### config.mk
export PLATFORM = sky130hd
export DESIGN_NAME = ddr_req_dispatch
export DESIGN_NICKNAME = d
export VERILOG_FILES = /design/src/rtl/ddr_req_dispatch.sv
export SDC_FILE = /design/constraint.sdc
export NUM_CORES = 1
export LEC_CHECK = 0
export BUFFER_PORTS_ARGS = -buffer_cell sky130_fd_sc_hd__clkbuf_2
export CAP_MARGIN = 30
export CORE_ASPECT_RATIO = 1.1
export CORE_MARGIN = 5
export CORE_UTILIZATION = 54
export CTS_BUF_LIST = sky130_fd_sc_hd__clkbuf_4 sky130_fd_sc_hd__clkbuf_8 sky130_fd_sc_hd__clkbuf_16
export CTS_CLUSTER_DIAMETER = 120
export DETAILED_ROUTE_END_ITERATION = 6
export PLACE_DENSITY = 0.84
export SLEW_MARGIN = 30
export SYNTH_ARGS = -nofsm -noshare
export SYNTH_HDL_FRONTEND = slang
export SYNTH_SLANG_ARGS = --single-unit
### constraint.sdc
create_clock -name clock -period 7.5 [get_ports clock]
set_clock_uncertainty 0.15 [all_clocks]
set_input_delay 0.375 -clock clock [delete_from_list [all_inputs] [get_ports clock]]
set_output_delay 0.375 -clock clock [all_outputs]
set_load 0.03 [all_outputs]
### src/rtl/ddr_req_dispatch.sv
// DDR4 request dispatcher: buffers host requests and issues them one at a time to the controller.
// Optional WAIT_ACK watchdog is enabled with the WAIT_TIMEOUT_EN macro.
//
// state    | meaning
// ---------+-----------------------------------------------------------
// IDLE     | nothing presented; arbitrates MR0 update vs. queued head
// WAIT_ACK | head entry presented on act_*, waiting for next_cmd
// MRS      | single-cycle MR0 burst-length update strobe
module ddr_req_dispatch #(
    parameter int DEPTH   = 8,
    parameter int ADDR_W  = 32,
    parameter int DATA_W  = 64,
    parameter int TIMEOUT = 64
) (
    input  logic                       clock,
    input  logic                       reset,
    input  logic                       req_valid,
    output logic                       req_ready,
    input  logic                       req_rw,
    input  logic [ADDR_W-1:0]          req_addr,
    input  logic [DATA_W-1:0]          req_data,
    output logic                       act_cmd,
    output logic [ADDR_W-1:0]          act_addr,
    output logic [DATA_W-1:0]          act_data,
    output logic [1:0]                 dev_rw,
    input  logic                       dev_busy,
    input  logic                       next_cmd,
    input  logic                       mrs_req,
    input  logic [1:0]                 mrs_bl,
    output logic                       mrs_update,
    output logic [1:0]                 bl_update,
    output logic [$clog2(DEPTH):0]     q_count,
    output logic                       timeout_err
);

    localparam int PTR_W = $clog2(DEPTH);
    localparam int CNT_W = PTR_W + 1;

    typedef enum logic [1:0] {
        IDLE     = 2'd0,
        WAIT_ACK = 2'd1,
        MRS      = 2'd2
    } state_t;

    state_t              state_q, state_d;

    logic                rw_mem   [DEPTH];
    logic [ADDR_W-1:0]   addr_mem [DEPTH];
    logic [DATA_W-1:0]   data_mem [DEPTH];

    logic [PTR_W-1:0]    wr_ptr_q, rd_ptr_q;
    logic [CNT_W-1:0]    count_q, count_d;

    logic                mrs_pending_q;
    logic [1:0]          mrs_bl_q;

    logic                act_cmd_q, act_cmd_d;
    logic [1:0]          dev_rw_q, dev_rw_d;
    logic [ADDR_W-1:0]   act_addr_q, act_addr_d;
    logic [DATA_W-1:0]   act_data_q, act_data_d;
    logic                mrs_update_q, mrs_update_d;
    logic [1:0]          bl_update_q, bl_update_d;

    logic                push, pop, issue, mrs_take, tmo_fire, tmr_expire;

    assign req_ready = (count_q < CNT_W'(DEPTH));
    assign push      = req_valid & req_ready;

    always_ff @(posedge clock) begin
        if (push) begin
            rw_mem[wr_ptr_q]   <= req_rw;
            addr_mem[wr_ptr_q] <= req_addr;
            data_mem[wr_ptr_q] <= req_data;
        end
    end

    always_comb begin
        count_d = count_q;
        if (push && !pop) begin
            count_d = count_q + CNT_W'(1);
        end else if (pop && !push) begin
            count_d = count_q - CNT_W'(1);
        end
    end

    always_comb begin
        state_d      = state_q;
        act_cmd_d    = act_cmd_q;
        dev_rw_d     = dev_rw_q;
        act_addr_d   = act_addr_q;
        act_data_d   = act_data_q;
        mrs_update_d = 1'b0;
        bl_update_d  = bl_update_q;
        pop          = 1'b0;
        issue        = 1'b0;
        mrs_take     = 1'b0;
        tmo_fire     = 1'b0;
        case (state_q)
            IDLE: begin
                if (!dev_busy) begin
                    if (mrs_pending_q) begin
                        state_d      = MRS;
                        mrs_update_d = 1'b1;
                        bl_update_d  = mrs_bl_q;
                        mrs_take     = 1'b1;
                    end else if (count_q != '0) begin
                        state_d    = WAIT_ACK;
                        issue      = 1'b1;
                        act_cmd_d  = 1'b1;
                        act_addr_d = addr_mem[rd_ptr_q];
                        act_data_d = data_mem[rd_ptr_q];
                        dev_rw_d   = rw_mem[rd_ptr_q] ? 2'b10 : 2'b01;
                    end
                end
            end
            WAIT_ACK: begin
                if (next_cmd) begin
                    pop       = 1'b1;
                    state_d   = IDLE;
                    act_cmd_d = 1'b0;
                    dev_rw_d  = 2'b00;
                end else if (tmr_expire) begin
                    // Head stays queued so the same entry is presented again.
                    tmo_fire  = 1'b1;
                    state_d   = IDLE;
                    act_cmd_d = 1'b0;
                    dev_rw_d  = 2'b00;
                end
            end
            MRS: begin
                state_d = IDLE;
            end
            default: begin
                state_d = IDLE;
            end
        endcase
    end

    always_ff @(posedge clock) begin
        if (reset) begin
            state_q       <= IDLE;
            wr_ptr_q      <= '0;
            rd_ptr_q      <= '0;
            count_q       <= '0;
            mrs_pending_q <= 1'b0;
            mrs_bl_q      <= 2'b00;
            act_cmd_q     <= 1'b0;
            dev_rw_q      <= 2'b00;
            act_addr_q    <= '0;
            act_data_q    <= '0;
            mrs_update_q  <= 1'b0;
            bl_update_q   <= 2'b00;
        end else begin
            state_q      <= state_d;
            count_q      <= count_d;
            act_cmd_q    <= act_cmd_d;
            dev_rw_q     <= dev_rw_d;
            act_addr_q   <= act_addr_d;
            act_data_q   <= act_data_d;
            mrs_update_q <= mrs_update_d;
            bl_update_q  <= bl_update_d;
            if (push) begin
                wr_ptr_q <= wr_ptr_q + PTR_W'(1);
            end
            if (pop) begin
                rd_ptr_q <= rd_ptr_q + PTR_W'(1);
            end
            // A request landing on the service edge survives with its new code.
            if (mrs_req) begin
                mrs_pending_q <= 1'b1;
                mrs_bl_q      <= mrs_bl;
            end else if (mrs_take) begin
                mrs_pending_q <= 1'b0;
            end
        end
    end

`ifdef WAIT_TIMEOUT_EN
    localparam int TMR_W = $clog2(TIMEOUT + 1);

    logic [TMR_W-1:0] tmr_q;
    logic             tmo_q;

    assign tmr_expire = (state_q == WAIT_ACK) && (tmr_q == '0);

    always_ff @(posedge clock) begin
        if (reset) begin
            tmr_q <= '0;
            tmo_q <= 1'b0;
        end else begin
            if (issue) begin
                tmr_q <= TMR_W'(TIMEOUT - 1);
            end else if ((state_q == WAIT_ACK) && (tmr_q != '0)) begin
                tmr_q <= tmr_q - TMR_W'(1);
            end
            if (tmo_fire) begin
                tmo_q <= 1'b1;
            end
        end
    end

    assign timeout_err = tmo_q;
`else
    logic unused_tmo;

    assign tmr_expire  = 1'b0;
    assign timeout_err = 1'b0;
    assign unused_tmo  = ^{issue, 32'(TIMEOUT), tmo_fire};
`endif

    assign act_cmd    = act_cmd_q;
    assign dev_rw     = dev_rw_q;
    assign act_addr   = act_addr_q;
    assign act_data   = act_data_q;
    assign mrs_update = mrs_update_q;
    assign bl_update  = bl_update_q;
    assign q_count    = count_q;

endmodule

Yosys cells after proc, flatten, opt, wreduce, memory -nomap -nowiden. Memories as Yosys holds them, arrays and structs flattened. A register that Yosys moved wholly into a read port is not among the register bits. Cells that the tools add are included.

$add $sub $neg: 4. $mul: 0. Divide/modulo/power cells: 0. Magnitude comparators: 1. Eq/ne operators: 6. Shifts and indexed selects: 0. Multiplexer cells: 28. Bitwise operators: 3. Reductions and logical operators: 13.

Operators by type and width (count): 2-to-1 mux 2 bit (8); 2-to-1 mux 1 bit (13); 2-to-1 mux 4 bit (2); inequality test 2 bit, second input constant (4); one-hot mux 2 bit (2 select lines) (2); adder 3 x 1 -> 3 bit, second input constant (2); 2-to-1 mux 3 bit (2); AND reduction 3 bit (2); nonzero test 2 bit (3); AND reduction 5 bit (1); adder 4 x 1 -> 4 bit, second input constant (1); less-than comparator 4 bit, second input constant (1); AND reduction 4 bit (1); nonzero test 4 bit (1); subtractor 4 x 1 -> 4 bit, second input constant (1); inequality test 3 bit, second input constant (1); == test 2 x 1 -> 1 bit, second input constant (1); logical AND 1 bit (2); logical NOT 1 bit (2); logical NOT 2 bit (1); NOT 1 bit (2); one-hot mux 1 bit (2 select lines) (1); AND 1 bit (1).

Register bits after elaboration: 21. Bits in latches: 0. Bits in writable memories: 776. Memory bits (read-only): 0. Input bits: 105. Word-level logic and storage cells: 68. Memories: 3.

Memories: data_mem (words 8, bits a word 64, rd ports 1, clocked after Yosys merged registers in 1, write ports 1, line 49) `logic [DATA_W-1:0] data_mem [DEPTH];`; addr_mem (words 8, bits a word 32, rd ports 1, clocked after Yosys merged registers in 1, write ports 1, line 48) `logic [ADDR_W-1:0] addr_mem [DEPTH];`; rw_mem (words 8, bits a word 1, rd ports 1, clocked after Yosys merged registers in 1, write ports 1, line 47) `logic rw_mem [DEPTH];`.

Depth between registers and ports, before layout. Gate-level depths: netlist (run 1).

Depth after elaboration: 6. Depth in mapped cells: 9.

Least setup slack after synthesis (run 1). No wires, ideal clock.

Path type: reg-to-reg. From: reg count_q[3], in the netlist q_count[3]. To: mem addr_mem[0][0], enable pin. Arrival: 7.478 ns. Path slack: -0.800 ns. Cell stages (with the launch flop): 5. Path buffers: 1. Clock period less this slack: 8.300 ns. Cells stage by stage: dfxtp_1 -> nor2b_1 -> clkbuf_1 -> nand2b_1 -> nor3_1.

Word-level cells in the longest chain between the ends: 4.

RTL lines: start: declaration (line 52) `logic [CNT_W-1:0] count_q, count_d;`; start signal: assignment (line 155) `count_q <= count_d;`; less-than comparator 4 bit (line 66) `assign req_ready = (count_q < CNT_W'(DEPTH));`; AND 1 bit (line 67) `assign push = req_valid & req_ready;`; named net push (line 64) `logic push, pop, issue, mrs_take, tmo_fire, tmr_expire;`; 2-to-1 mux 1 bit (line 70) `if (push) begin`; 2-to-1 mux 1 bit (implied by the code) (line 72) `addr_mem[wr_ptr_q] <= req_addr;`; end: declaration (line 48).

The timed path passes the listed nets, and every way through them passes these cells.

Final worst setup path (run 1).
From: reg count_q[3], in the netlist q_count[3]. To: mem data_mem[5][1], enable pin.

Word-level cells in the longest chain between the ends: 4.

RTL lines: less-than comparator 4 bit (line 66); AND 1 bit (line 67); 2-to-1 mux 1 bit (line 70); 2-to-1 mux 1 bit (implied by the code) (line 73) `data_mem[wr_ptr_q] <= req_data;`; end: declaration (line 49).

No other way between the ends.

==> impl_metrics.py, run 1 <==
metrics = {
    "timing": {
        "timing.fmax_mhz": 287,
        "tns_ps": 0,
        "tightest_slew_ps": 1020,
        "finalMaxSlewViolations": 0,
        "grt_setup_unrepaired": "false",
        "layout_min_cycle_time_ps": 3490,
        "hold_viol_final": 0,
        "setup_viol": 0,
        "max_slew_margin": 0.322,
        "post-route-period-util": 0.465,
    },
    "global_route": {
        "grt_pass1_wl_um": 112000,
        "grt_usage": 0.228,
        "antenna_found_initial": 14,
        "grt_pass1_vias": 17950,
        "grt_max_degree": 137,
        "gr-total-overflow": 0,
    },
    "critical_path": {
        "cp.buffers_inverters": 2,
        "crit_start": "q_count[3]$_SDFFE_PP0P_",
        "cpPeakStageDelay_ps": 820,
        "path_class": "reg -> reg",
        "slowest_stage": "buf_4",
        "crit_path_end_kind": "flip-flop",
        "cp_top_family": "buffers and inverters",
        "cp_max_fo": 57,
        "path_cells": "nor2b_1 -> nand2_1 -> nor2_4 -> buf_4 -> buf_4",
        "start_kind": "flip-flop",
        "regToRegStartpoint": "q_count[3]$_SDFFE_PP0P_",
        "cp_data_required_time_ps": 7600,
        "crit_top_cell": "buf_4",
        "crit_arrival_ps": 3590,
    },
    "die": {
        "dieArea_mm2": 0.0654,
        "start_util": 0.545,
        "die_w_um": 244,
        "rows": 94,
        "die_h_um": 268,
        "pin_count": 213,
        "placeableCoreArea_mm2": 0.0599,
    },
    "logic_synthesis": {
        "synth_warnings": 0,
        "ys_types": 37,
        "synth_edf_count": 776,
        "netlist_top_cells_area": "edfxtp_1 (71%), mux4_2 (13%), dfxtp_1 (7.4%)",
        "syn_inst": 1557,
        "async_flop_share": 0,
        "ys_seq_area_frac": 0.788,
        "synthesis.nets": 1668,
        "yosysTopAreaCellShare": 0.715,
        "synth_ff_type": "edfxtp_1",
        "avgSynthCellArea_um2": 20.9,
        "ys_ff_latch": 896,
        "yosys.area.top_type": "edfxtp_1",
        "syn_area_mm2": 0.0326,
    },
    "drt": {
        "drt_iter0_drc": 2092,
        "viasPerCell": 6.18,
        "route.detailed.drc": 0,
        "avgRoutedWirePerCell_um": 27.4,
        "dr_total_vias": 16946,
        "wirelength_um": 75200,
        "dr.pass1.iters": 5,
        "postRouteAntennaNets": 0,
    },
    "final_layout": {
        "area_growth_pct": 18.2,
        "multiInputGateArea_mm2": 0.00648,
        "nNetsFinal": 2005,
        "drive_gt1_frac": 0.307,
        "nFillCells": 3709,
        "ff_latch_area_mm2": 0.0257,
    },
    "place": {
        "portBuffers": 211,
        "gp_congestion": 0.753,
        "dp_hpwl_um": 39500,
    },
    "power": {
        "p_comb_frac": 0.144,
        "powerDensity_mw_per_mm2": 315,
        "ir_drop_mv": 0.246,
        "p_sw_mw": 3.21,
        "p_int_mw": 8.94,
        "power.share.sequential": 0.493,
        "switching_share": 0.264,
        "leakage_nw": 12.6,
        "power.total_mw": 12.2,
        "clkPwrFrac": 0.363,
    },
    "cts": {
        "clock-sinks": 896,
        "cts_resized": 0,
        "post_cts_buffers": 0,
        "clk_latency_ps": 650,
        "root_buffer": "clkbuf_16",
        "cts_buffers": 84,
        "max-clock-path-buffers": 3,
        "htreeDepth": 3,
        "cts_tree": "yes",
        "clk_pin_slew_worst_paths_ps": 60,
    },
    "status": {
        "status": "complete, no violations",
    },
    "hold_path": {
        "hold_start": "reset",
        "holdCritPathClass": "in -> reg",
    },
    "job": {
        "maxCapViolCount": 0,
    },
}
worst paths after layout:
check / endpoint / slack (ps) / cells past startpoint
max: data_mem[5][1]$_DFFE_PP_ / 4010 / 5
min: q_count[0]$_SDFFE_PP0P_ / 90 / 2
max reg2reg: data_mem[5][1]$_DFFE_PP_ / 4010 / 5
min reg2reg: bl_update[0]$_SDFFE_PP0P_ / 310 / 2
synthesized netlist by cell type, types with 4 or more instances:
master and count:
nand3_1 4, clkbuf_1 40, mux2i_1 5, buf_2 33
nand2_1 9, mux4_2 194, nand2b_1 4, nor3_2 5
buf_4 5, nor2_1 116, ha_1 5, dfxtp_1 120
edfxtp_1 776, a21oi_1 9, nor2_2 5, nor3_1 94
o22ai_1 96, buf_6 11
cell type report:
type,instances,share of cell area
Sequential cell,896,0.667
Multi-Input combinational cell,567,0.168
Timing Repair Buffer,342,0.0634
Clock buffer,104,0.0594
Tap cell,768,0.0249
Clock inverter,52,0.0157
Antenna cell,9,0.000585
Inverter,3,0.000292
power groups by stage:
stage / registers (mW) / logic (mW) / clock network (mW)
after floorplan: 6.35 / 0.845 / 0
after global placement: 6.06 / 1.61 / 0
after detailed placement: 6.09 / 1.68 / 0
after CTS: 5.99 / 1.75 / 4.47
after global routing: 6.02 / 1.86 / 4.70
final: 5.99 / 1.75 / 4.41
kinds of logic after synthesis:
group / synth area share
mux: 0.136
flops: 0.788
buf+inv: 0.0152
simple gates: 0.0357
xor+xnor: 0.00134
other cells: 0.000115
fa+ha+maj: 0.00253
compound gates: 0.0205
through the flow:
stage          utilization  setup WS (ps)  instances  hold slack (ps)  cell area (um^2)
6_report             0.643           4010       2741             94.5             38500
5_1_grt              0.643           3880       2739              136             38500
4_1_cts              0.643           4020       2731             75.4             38500
3_5_place_dp         0.577           3920       2471              297             34500
3_3_place_gp         0.575           3650       2466              294             34400
2_1_floorplan            -           1800       1557              293             32600
layer usage:
metal / up-vias / share of wire / global-route usage
met5: - / 0.00081 / 0
met2: 934 / 0.51 / 0.384
li1: 7065 / - / -
met3: 155 / 0.081 / 0.0438
met4: 10 / 0.030 / 0.0759
met1: 8782 / 0.38 / 0.308
flip-flops by register name, summed over array words and instances (netlist names), named ones only:
signal	count
act_cmd	1
mrs_pending_q	1
act_addr	32
act_data	64
wr_ptr_q	3
rd_ptr_q	3
state_q	2
mrs_bl_q	2
bl_update	2
addr_mem	256
q_count	4
dev_rw	2
data_mem	512
mrs_update	1
rw_mem	8
timing repair:
action                                  CTS  global route
endpoints found under the setup margin    0             0
hold endpoints to repair                781             0
hold buffers                            104             0
worst reg2reg max path, delay by kind of cell (launching register included):
| family | cells | cell delay, ps |
|---|---|---|
| buffers and inverters | 2 | 1380 |
| and+or+nand+nor | 3 | 1210 |
| DFF | 1 | 340 |
layout by cell type (no fill, tap or decap), types with 3 or more instances in the layout:
cell / netlist / final
ha_1: 5 / 5
xor2_1: 3 / 3
mux4_2: 194 / 194
nor3_1: 94 / 92
clkbuf_8: 0 / 6
nor2_1: 116 / 110
inv_1: 3 / 3
inv_6: 0 / 4
o22ai_1: 96 / 96
mux2i_1: 5 / 5
diode_2: 0 / 9
clkbuf_4: 0 / 14
clkinv_2: 0 / 16
dlygate4sd3_1: 0 / 104
nand2_1: 9 / 9
buf_6: 11 / 8
a21oi_1: 9 / 9
nor2_4: 0 / 6
buf_4: 5 / 13
buf_16: 0 / 3
nor3_2: 5 / 5
nand2b_1: 4 / 4
clkbuf_2: 0 / 210
edfxtp_1: 776 / 776
nand3_1: 4 / 4
nor2_2: 5 / 5
bufinv_16: 0 / 10
clkinvlp_4: 0 / 3
clkinv_1: 0 / 12
buf_12: 0 / 4
dfxtp_1: 120 / 118
clkbuf_16: 0 / 84
Note: power is estimated with default switching activity, not from simulation.
==> inputs of run 2 (changes only) <==
clock period = 2.8 ns   (was 7.5 ns; I/O delays follow)
==> run 2 against run 1 <==
Highest routed layer unchanged. Fmax up 38%. First-iteration DRC count down 22%. Via count down 1.5%. Critical path type unchanged. Clock power rose to 2.6 times the previous value. Sequential share of layout area down 1.1 points. Die area unchanged. Non-clock buffer count up 43. Total power rose to 2.7 times the previous value. Register-to-register slack worse by 3700 ps. Critical path depth up 1. Sequential cell count unchanged. Clock-buffer cell count up 9.
==> impl_metrics.py, run 2 (synthesis gave the netlist of run 1 again) <==
metrics = {
    "status": {
        "status": "complete, no violations",
    },
    "die": {
        "pin_count": 213,
        "dieArea_mm2": 0.0654,
        "rows": 94,
        "start_util": 0.545,
        "placeableCoreArea_mm2": 0.0599,
        "die_h_um": 268,
        "die_w_um": 244,
    },
    "final_layout": {
        "nFillCells": 3715,
        "top_register": "data_mem",
        "post-route-util": 0.654,
        "final_cell_mix": "edfxtp_1 (776), clkbuf_2 (210), mux4_2 (194)",
        "nNetsFinal": 2050,
        "area_growth_pct": 20.1,
        "finalInstanceArea_mm2": 0.0392,
        "drive_gt1_frac": 0.320,
        "layout_commonest_cell": "edfxtp_1",
        "largest_reg_flops": 512,
    },
    "power": {
        "ir_drop_mv": 0.634,
        "powerDensity_mw_per_mm2": 823,
        "leakage_nw": 12.9,
    },
    "global_route": {
        "gr-total-overflow": 0,
        "antenna_found_initial": 9,
        "grt_max_degree": 72,
        "grt_pass1_vias": 17878,
        "grt_pass1_wl_um": 109000,
        "grt_usage": 0.221,
    },
    "cts": {
        "post_cts_buffers": 0,
        "clk_latency_ps": 620,
        "root_buffer": "clkbuf_16",
        "htreeDepth": 3,
        "clk_pin_slew_worst_paths_ps": 60,
        "cts_tree": "yes",
        "max-clock-path-buffers": 3,
        "clock-sinks": 896,
        "cts_buffers": 86,
    },
    "timing": {
        "setup_ws_ps": 279,
        "grt_setup_unrepaired": "false",
        "tightest_slew_ps": 738,
        "post-route-period-util": 0.900,
        "finalMaxSlewViolations": 0,
        "setup_viol": 0,
        "tns_ps": 0,
        "hold_viol_final": 0,
        "timing.fmax_mhz": 397,
        "layout_min_cycle_time_ps": 2520,
        "max_slew_margin": 0.508,
    },
    "critical_path": {
        "crit_path_end_kind": "flip-flop",
        "crit_arrival_ps": 2870,
        "crit_top_cell": "dlygate4sd3_1",
        "cp_max_fo": 5,
        "cpPeakStageDelay_ps": 590,
        "start_kind": "flip-flop",
        "path_class": "reg -> reg",
        "slowest_stage": "dlygate4sd3_1",
        "cp_data_required_time_ps": 3150,
        "path_cells": "nor3_1 -> nand2_1 -> a21oi_1 -> dlygate4sd3_1 -> nor2_1 -> dlygate4sd3_1",
    },
    "drt": {
        "avgRoutedWirePerCell_um": 25.6,
        "dr.pass1.iters": 7,
        "dr_total_vias": 16696,
        "wirelength_um": 71200,
        "route.detailed.drc": 0,
        "drt_iter0_drc": 1640,
        "postRouteAntennaNets": 0,
        "viasPerCell": 6.00,
    },
    "job": {
        "maxCapViolCount": 0,
    },
    "place": {
        "portBuffers": 211,
        "post_dp_cell_area_mm2": 0.0352,
        "gp_congestion": 0.743,
        "dpl_worst_slack_ps": 449,
        "dp_hpwl_um": 39100,
    },
    "hold_path": {
        "holdCritPathClass": "in -> reg",
    },
}
==> run 2: cell types whose count changed in the layout (fill, tap and decap cells not counted), sizes merged <==
cell         delta
dlygate4sd3     +8
diode           -4
inv             -1
clkinv          -1
clkinvlp        +3
bufinv          -6
buf            +35
clkbuf          +9
==> run 2: repair_timing <==
action	CTS	global route
resized for setup	0	0
hold buffers	112	0
hold endpoints to repair	806	0
==> run 2: worst paths after layout <==
| path | start | to | slack (ps) | cells after the start |
|---|---|---|---|---|
| worst max-delay path | state_q[1]$_SDFFE_PP0P_ | mrs_pending_q$_SDFFE_PP0P_ | 280 | 6 |
| worst min register to register | bl_update[0]$_SDFFE_PP0P_ | bl_update[0]$_SDFFE_PP0P_ | 320 | 2 |
| worst max register to register | state_q[1]$_SDFFE_PP0P_ | mrs_pending_q$_SDFFE_PP0P_ | 280 | 6 |
| worst min-delay path | req_addr[8] | addr_mem[5][8]$_DFFE_PP_ | 180 | 2 |
==> run 2: power breakdown <==
part	switching (mW)	internal, mW
combinational	3.08	1.78
clock	4.79	6.59
sequential	0.464	15.5
total	8.33	23.9
==> run 2: layer usage <==
metal | routed length, um | global-route usage | vias to the layer above
met5 | 51 | 0 | -
met4 | 2190 | 0.0813 | 8
met3 | 5050 | 0.0396 | 155
met2 | 36600 | 0.376 | 750
met1 | 27300 | 0.291 | 8600
li1 | - | - | 7183
==> run 2: cell type report <==
type                            instances  area, um^2  area share
Tap cell                              768         961      0.0245
Clock inverter                         47         364     0.00930
Inverter                                3        11.3    0.000288
Sequential cell                       896       25700       0.657
Clock buffer                          113        2460      0.0629
Multi-Input combinational cell        567        6490       0.166
Antenna cell                            5        12.5    0.000319
Timing Repair Buffer                  385        3150      0.0803
==> run 2: through the flow <==
stage	std cells	hold slack, ps	power (mW)
after floorplan	1557	88.9	19.3
after global placement	2507	229	20.8
after detailed placement	2507	246	21.0
after CTS	2779	137	32.5
after global routing	2784	181	33.5
final	2784	185	32.2
==> run 2: critical path, delay by kind of cell, from the launching register on <==
kind	cells	cell delay [ps]
buf+inv	2	1150
simple gates	3	580
flops	1	350
compound gates	1	170
